==> config.mk <==
export PLATFORM = sky130hd
export DESIGN_NAME = cache_ctrl_param
export DESIGN_NICKNAME = d
export VERILOG_FILES = /design/src/rtl/cache_ctrl_pkg.sv /design/src/rtl/cache_fill_tracker.sv /design/src/rtl/cache_ctrl_param.sv
export SDC_FILE = /design/constraint.sdc
export NUM_CORES = 1
export LEC_CHECK = 0
export BUFFER_PORTS_ARGS = -buffer_cell sky130_fd_sc_hd__buf_2
export CORE_MARGIN = 4
export CORE_UTILIZATION = 45
export DETAILED_ROUTE_END_ITERATION = 16
export PLACE_DENSITY_LB_ADDON = 0.2
export SKIP_CTS_REPAIR_TIMING = 1
export SKIP_LAST_GASP = 1
export SLEW_MARGIN = 20
export SYNTH_ARGS = -nofsm -noshare
export SYNTH_HDL_FRONTEND = slang
export SYNTH_SLANG_ARGS = --single-unit
export TNS_END_PERCENT = 30
==> constraint.sdc <==
create_clock -name clk -period 1.6 [get_ports clk]
set_input_delay 0.32 -clock clk [delete_from_list [all_inputs] [get_ports clk]]
set_output_delay 0.32 -clock clk [all_outputs]
set_load 0.02 [all_outputs]
==> src/rtl/cache_ctrl_pkg.sv <==
// cache_ctrl_pkg: shared state encoding and width / field helpers
// for the parametrised direct-mapped cache controller.
package cache_ctrl_pkg;

   typedef enum logic [2:0] {
      S_IDLE,
      S_COMPARE,
      S_WB,
      S_FILL,
      S_RETRY,
      S_DONE
   } state_t;

   function automatic int boff_w(int data_w);
      return $clog2(data_w / 8);
   endfunction

   function automatic int woff_w(int words);
      return $clog2(words);
   endfunction

   function automatic int tag_w(int addr_w, int index_w,
                                int words, int data_w);
      return addr_w - index_w - woff_w(words) - boff_w(data_w);
   endfunction

   function automatic logic [63:0] field(logic [63:0] a,
                                         int lo, int w);
      return (a >> lo) & ((64'd1 << w) - 64'd1);
   endfunction

endpackage

==> src/rtl/cache_fill_tracker.sv <==
// cache_fill_tracker: follows accepted memory reads through the
// fixed read latency and counts returns written into the line.
module cache_fill_tracker #(
   parameter  int WORDS   = 4,
   parameter  int MEM_LAT = 2,
   localparam int WW      = $clog2(WORDS)
)(
   input  logic          clk,
   input  logic          rst,
   input  logic          clr,
   input  logic          push,
   input  logic [WW-1:0] push_word,
   output logic          out_valid,
   output logic [WW-1:0] out_word,
   output logic [WW:0]   done_cnt
);

   localparam logic [WW:0] ONE = 1;

   logic [MEM_LAT-1:0] vld;
   logic [WW-1:0]      wrd [MEM_LAT];

   // shift one stage per cycle; a read returns when it leaves the pipe
   always_ff @(posedge clk) begin
      if (rst || clr) begin
         vld <= '0;
         for (int k = 0; k < MEM_LAT; k++) wrd[k] <= '0;
      end else begin
         vld[0] <= push;
         wrd[0] <= push_word;
         for (int k = 1; k < MEM_LAT; k++) begin
            vld[k] <= vld[k-1];
            wrd[k] <= wrd[k-1];
         end
      end
   end

   // number of returns already written into the cache
   always_ff @(posedge clk) begin
      if (rst || clr)     done_cnt <= '0;
      else if (out_valid) done_cnt <= done_cnt + ONE;
   end

   assign out_valid = vld[MEM_LAT-1];
   assign out_word  = wrd[MEM_LAT-1];

endmodule

==> src/rtl/cache_ctrl_param.sv <==
// cache_ctrl_param: direct-mapped cache controller FSM with
// write-back, pipelined line fill, memory stall retry and errors.
module cache_ctrl_param
   import cache_ctrl_pkg::*;
#(
   parameter  int ADDR_W  = 16,
   parameter  int DATA_W  = 16,
   parameter  int INDEX_W = 8,
   parameter  int WORDS   = 4,
   parameter  int MEM_LAT = 2,
   localparam int BOFF_W  = boff_w(DATA_W),
   localparam int WOFF_W  = woff_w(WORDS),
   localparam int TAG_W   = tag_w(ADDR_W, INDEX_W, WORDS, DATA_W),
   localparam int OFF_W   = WOFF_W + BOFF_W
)(
   input  logic               clk,
   input  logic               rst,
   input  logic [ADDR_W-1:0]  Addr,
   input  logic [DATA_W-1:0]  DataIn,
   input  logic               Rd,
   input  logic               Wr,
   input  logic               hit,
   input  logic               dirty,
   input  logic               valid,
   input  logic [TAG_W-1:0]   tag_out,
   input  logic [DATA_W-1:0]  DataOut_cache,
   input  logic [DATA_W-1:0]  DataOut_mem,
   input  logic               stall,
   output logic               enable_ct,
   output logic               cmp_ct,
   output logic               wr_cache,
   output logic               valid_in_ct,
   output logic [INDEX_W-1:0] index_cache,
   output logic [OFF_W-1:0]   offset_cache,
   output logic [TAG_W-1:0]   tag_cache,
   output logic [DATA_W-1:0]  DataIn_ct,
   output logic [ADDR_W-1:0]  Addr_mem,
   output logic [DATA_W-1:0]  DataIn_mem,
   output logic               wr_mem,
   output logic               rd_mem,
   output logic [DATA_W-1:0]  DataOut,
   output logic               Done,
   output logic               CacheHit,
   output logic               Stall_sys,
   output logic               err
);

   localparam int CNT_W = WOFF_W + 1;
   localparam int TAG_LO = OFF_W + INDEX_W;
   localparam logic [CNT_W-1:0] N_WORDS = CNT_W'(WORDS);
   localparam logic [CNT_W-1:0] LAST = CNT_W'(WORDS - 1);
   localparam logic [CNT_W-1:0] ONE = 1;

   state_t              state;
   logic                op_wr;
   logic [ADDR_W-1:0]   addr_q;
   logic [DATA_W-1:0]   data_q;
   logic [CNT_W-1:0]    cnt;
   logic [TAG_W-1:0]    req_tag;
   logic [INDEX_W-1:0]  req_idx;
   logic [OFF_W-1:0]    req_off;
   logic [WOFF_W-1:0]   word;
   logic [BOFF_W-1:0]   bz;
   logic                bad;
   logic                issue_ok;
   logic                fill_last;
   logic                trk_valid;
   logic [WOFF_W-1:0]   trk_word;
   logic [CNT_W-1:0]    trk_cnt;

   assign req_tag = TAG_W'(field(64'(addr_q), TAG_LO, TAG_W));
   assign req_idx = INDEX_W'(field(64'(addr_q), OFF_W, INDEX_W));
   assign req_off = OFF_W'(field(64'(addr_q), 0, OFF_W));
   assign word    = cnt[WOFF_W-1:0];
   assign bz      = '0;
   assign bad     = |Addr[BOFF_W-1:0];

   assign issue_ok  = (state == S_FILL) && (cnt < N_WORDS) && !stall;
   assign fill_last = trk_valid && (trk_cnt == LAST);
   assign Stall_sys = (state != S_IDLE);

   cache_fill_tracker #(
      .WORDS   (WORDS),
      .MEM_LAT (MEM_LAT)
   ) u_trk (
      .clk       (clk),
      .rst       (rst),
      .clr       (state != S_FILL),
      .push      (issue_ok),
      .push_word (word),
      .out_valid (trk_valid),
      .out_word  (trk_word),
      .done_cnt  (trk_cnt)
   );

   // sequencing, request latch, counters and registered results
   always_ff @(posedge clk) begin
      if (rst) begin
         state    <= S_IDLE;
         op_wr    <= 1'b0;
         addr_q   <= '0;
         data_q   <= '0;
         cnt      <= '0;
         DataOut  <= '0;
         Done     <= 1'b0;
         CacheHit <= 1'b0;
         err      <= 1'b0;
      end else begin
         Done <= 1'b0;
         err  <= 1'b0;
         case (state)
            S_IDLE: begin
               CacheHit <= 1'b0;
               if ((Rd && Wr) || ((Rd || Wr) && bad)) begin
                  err <= 1'b1;
               end else if (Rd ^ Wr) begin
                  addr_q <= Addr;
                  data_q <= DataIn;
                  op_wr  <= Wr;
                  state  <= S_COMPARE;
               end
            end
            S_COMPARE: begin
               cnt <= '0;
               if (hit && valid) begin
                  if (!op_wr) DataOut <= DataOut_cache;
                  CacheHit <= 1'b1;
                  Done     <= 1'b1;
                  state    <= S_DONE;
               end else if (valid && dirty) begin
                  state <= S_WB;
               end else begin
                  state <= S_FILL;
               end
            end
            S_WB: begin
               if (!stall) begin
                  if (cnt == LAST) begin
                     cnt   <= '0;
                     state <= S_FILL;
                  end else begin
                     cnt <= cnt + ONE;
                  end
               end
            end
            S_FILL: begin
               if (issue_ok)  cnt   <= cnt + ONE;
               if (fill_last) state <= S_RETRY;
            end
            S_RETRY: begin
               if (!op_wr) DataOut <= DataOut_cache;
               CacheHit <= 1'b0;
               Done     <= 1'b1;
               state    <= S_DONE;
            end
            S_DONE: begin
               CacheHit <= 1'b0;
               state    <= S_IDLE;
            end
            default: begin
               err   <= 1'b1;
               state <= S_IDLE;
            end
         endcase
      end
   end

   // cache and memory strobes decoded from the current state
   always_comb begin
      enable_ct    = 1'b0;
      cmp_ct       = 1'b0;
      wr_cache     = 1'b0;
      valid_in_ct  = 1'b0;
      index_cache  = '0;
      offset_cache = '0;
      tag_cache    = '0;
      DataIn_ct    = '0;
      Addr_mem     = '0;
      DataIn_mem   = '0;
      wr_mem       = 1'b0;
      rd_mem       = 1'b0;
      case (state)
         S_COMPARE, S_RETRY: begin
            enable_ct    = 1'b1;
            cmp_ct       = 1'b1;
            wr_cache     = op_wr;
            index_cache  = req_idx;
            offset_cache = req_off;
            tag_cache    = req_tag;
            DataIn_ct    = data_q;
         end
         S_WB: begin
            enable_ct    = 1'b1;
            index_cache  = req_idx;
            offset_cache = {word, bz};
            tag_cache    = req_tag;
            wr_mem       = 1'b1;
            Addr_mem     = {tag_out, req_idx, word, bz};
            DataIn_mem   = DataOut_cache;
         end
         S_FILL: begin
            if (cnt < N_WORDS) begin
               rd_mem   = 1'b1;
               Addr_mem = {req_tag, req_idx, word, bz};
            end
            if (trk_valid) begin
               enable_ct    = 1'b1;
               wr_cache     = 1'b1;
               valid_in_ct  = 1'b1;
               index_cache  = req_idx;
               offset_cache = {trk_word, bz};
               tag_cache    = req_tag;
               DataIn_ct    = DataOut_mem;
            end
         end
         default: ;
      endcase
   end

endmodule

==> Flow_metrics.wiki <==
{| class="wikitable"
! Metric !! Value
|-
| Failing checks || setup timing
|-
| Crit start category || flip-flop
|-
| Initial drt markers || 104
|-
| Diodes inserted || 0
|-
| Reg clk slew, reported paths || 0.07 ns
|-
| Startpoint of the most critical register-to-register path || state[0]$_SDFFE_PP0P_
|-
| Net count of the mapped netlist || roughly 470
|-
| Sort of element at the end of the critical path || output port
|-
| Class of the most critical hold timing path || in2reg
|-
| Most numerous cell types in the synthesized netlist || nand2_1, dfxtp_1, and2_1
|-
| Clock insertion delay at the later pin of the skew report || 0.35 ns
|-
| Total placed cells including tap cells || between 600 and 700
|-
| Critical-path maximum fanout || 12
|-
| Number of slew-limit violations in the final report || 0
|-
| CTS Sinks || between 60 and 70
|-
| Final worst-path setup slack || -0.402 ns
|-
| Placer's final routability congestion estimate || 0.822
|-
| Maximum VDD drop || between 700 and 800 µV
|-
| Post-route clock period utilization || 1.25
|-
| Async set-or-reset flop fraction in the synthesized netlist || 0
|-
| Worst hold path startpoint || stall
|-
| Depth of the worst register-to-register path || 8
|-
| Cell types occupying the most area after synthesis || dfxtp_1, and2_1, nand2_1
|-
| Final Instance Count excl. Fillers || 689
|-
| Buffer depth of the longest clock path || 2
|-
| Fraction of final layout cells sized beyond drive strength 1 || 0.482
|-
| Wire length of the first global-routing pass || 15,500 µm
|-
| Number of buffers created by CTS || 9
|-
| Wire length per cell || ~16 µm
|-
| Net count, final || 672
|-
| Total Neg Setup Slack || -24.48 ns
|-
| Area added between synthesis and finish || 67.3%
|-
| Core Area || about 6900 µm²
|-
| Fraction of the yosys area taken by sequential cells || 0.417
|-
| Largest net degree at the start of global routing || 27
|-
| Hpwl dp || just over 7000 µm
|-
| WP data arrival || 1.68 ns
|-
| Synthesized instance count || roughly 390
|-
| Drt total wl || approximately 11,000 µm
|-
| 1st-pass router iterations || 5
|-
| GRT Total Usage || 0.224
|-
| Top-area cell type share of the netlist area || 0.417
|-
| H-Tree Depth || 3
|-
| Per-cell via count in the routed design || about 5
|-
| Status || complete, but fails checks
|-
| I/O pin count || 167
|-
| Via count || roughly 3,500
|-
| Cell with the most instances after synthesis || nand2_1
|-
| Synth warn || 0
|-
| EDFF count, synth || 0
|-
| Worst slack at placement || -0.106 ns
|-
| Post-synth cell types || 39
|-
| Worst-case clock skew || around 0.0095 ns
|-
| Library cell with the largest summed area after synthesis || dfxtp_1
|-
| Root buffer cell || clkbuf_8
|-
| Drt drc || 0
|-
| Required time of the worst setup path || between 1 and 1.5 ns
|-
| Rows || 30
|-
| Total standard cell area after synthesis || ~3200 µm²
|-
| Share of the core filled with cells in the final layout || 0.784
|-
| Path type of the worst setup path || reg2out
|-
| Residual overflow from global routing || 0
|-
| Clock tree from TritonCTS || built
|-
| Antenna Nets Post-Route || 0
|-
| Register bit count reported by yosys || 67
|-
| Area of the die || about 8600 µm²
|-
| Cells on Worst Hold Path || 2
|-
| Setup slack, reg-to-reg || -0.19 ns
|-
| Final hold violations || 0
|-
| Maximum clock frequency || between 0.4 and 0.5 GHz
|-
| Vias in the first global route || ~3,300
|-
| Initial Util || 0.469
|-
| Final setup viols || 91
|-
| Number of antenna violations at the first check in global routing || 0
|-
| Final period demand of the worst path || around 2.0 ns
|-
| Worst setup path startpoint || state[0]$_SDFFE_PP0P_
|-
| Leakage power of the design || ~2.6 nW
|-
| Die width || roughly 93 µm
|-
| Worst hold slack after final layout || roughly 0.19 ns
|-
| Count of maximum capacitance violations || 0
|-
| Ratio of total power to cell area || 1310 nW/µm²
|-
| RSZ-0062 raised after global routing || yes
|-
| Mean area per synthesized cell || 8.32 µm²
|-
| Die outline height || slightly above 90 µm
|-
| Main flop type after synthesis || dfxtp_1
|-
| Port Buffers || 165
|}
## layout by cell type, fill, tap and decap left out, types with 6 or more instances in the layout
master | Yosys | layout
a22o_1 | 21 | 15
inv_1 | 9 | 8
buf_2 | 8 | 106
nand2_1 | 74 | 71
clkbuf_8 | 0 | 10
a22o_4 | 0 | 6
mux2i_1 | 21 | 21
buf_4 | 5 | 44
a21oi_1 | 39 | 38
dfxtp_1 | 67 | 64
ha_1 | 7 | 7
nor2_1 | 28 | 28
and2_1 | 45 | 23
and2_4 | 0 | 22
buf_12 | 0 | 6
buf_6 | 0 | 58
## state kept, by name, summed over array words and instances (netlist names)
name and flops:
u_trk.wrd 4, err 1, Done 1, DataOut 16, u_trk.done_cnt 3, addr_q 16, cnt 3, CacheHit 1
state 3, u_trk.vld 2, data_q 16, op_wr 1
## cell type report
class / instances / area [µm²]
clock buffers: 10 / 138
clock inverters: 6 / 88.8
fillers: 449 / 1480
inverters: 9 / 33.8
multi-input cells: 282 / 1900
flip-flops and latches: 67 / 1350
well taps: 96 / 120
repair buffers: 219 / 1750
## per-stage QoR
step	cell area, µm²	power (mW)
global route	5390	7.39
floorplan	3300	3.51
detailed placement	4460	4.57
CTS	4690	6.15
global placement	4460	4.52
finish	5390	7.07
## metal layers
metal / GRT usage / wire (µm) / vias to the layer above
met5: 0 / 0 / -
met4: 0.0693 / 148 / 0
met3: 0.0642 / 803 / 14
met2: 0.385 / 5840 / 126
met1: 0.269 / 4530 / 1671
li1: - / - / 1698
## power breakdown
group | switching (mW) | internal, mW
registers | 0.164 | 1.86
clock network | 0.675 | 0.919
logic | 1.71 | 1.74
total | 2.55 | 4.52
## cell families (layout without fill, tap and decap cells)
family,count (synthesis),in the layout,synth area share
and+or+nand+nor,174,174,0.265
AOI/OAI and AO/OA,77,77,0.162
DFF,67,67,0.417
buffers and inverters,38,244,0.0567
muxes,22,22,0.0688
adders and majority gates,7,7,0.0272
other,1,1,0.00116
xor gates and xnor gates,1,1,0.00272
## critical path, cell delays in order (launching register included)
cell       delay (ns)
dfxtp_4          0.39
buf_6            0.14
nor3b_4          0.22
buf_6            0.15
clkbuf_16        0.15
and2_1           0.14
buf_4            0.14
## worst paths after layout
check                                                to
worst max register to register    state[0]$_SDFFE_PP0P_
worst max-delay path                      DataIn_mem[4]
worst min-delay path            u_trk.vld[0]$_SDFF_PP0_
worst min register to register  u_trk.vld[1]$_SDFF_PP0_
Power figures use the tool's default switching activity.
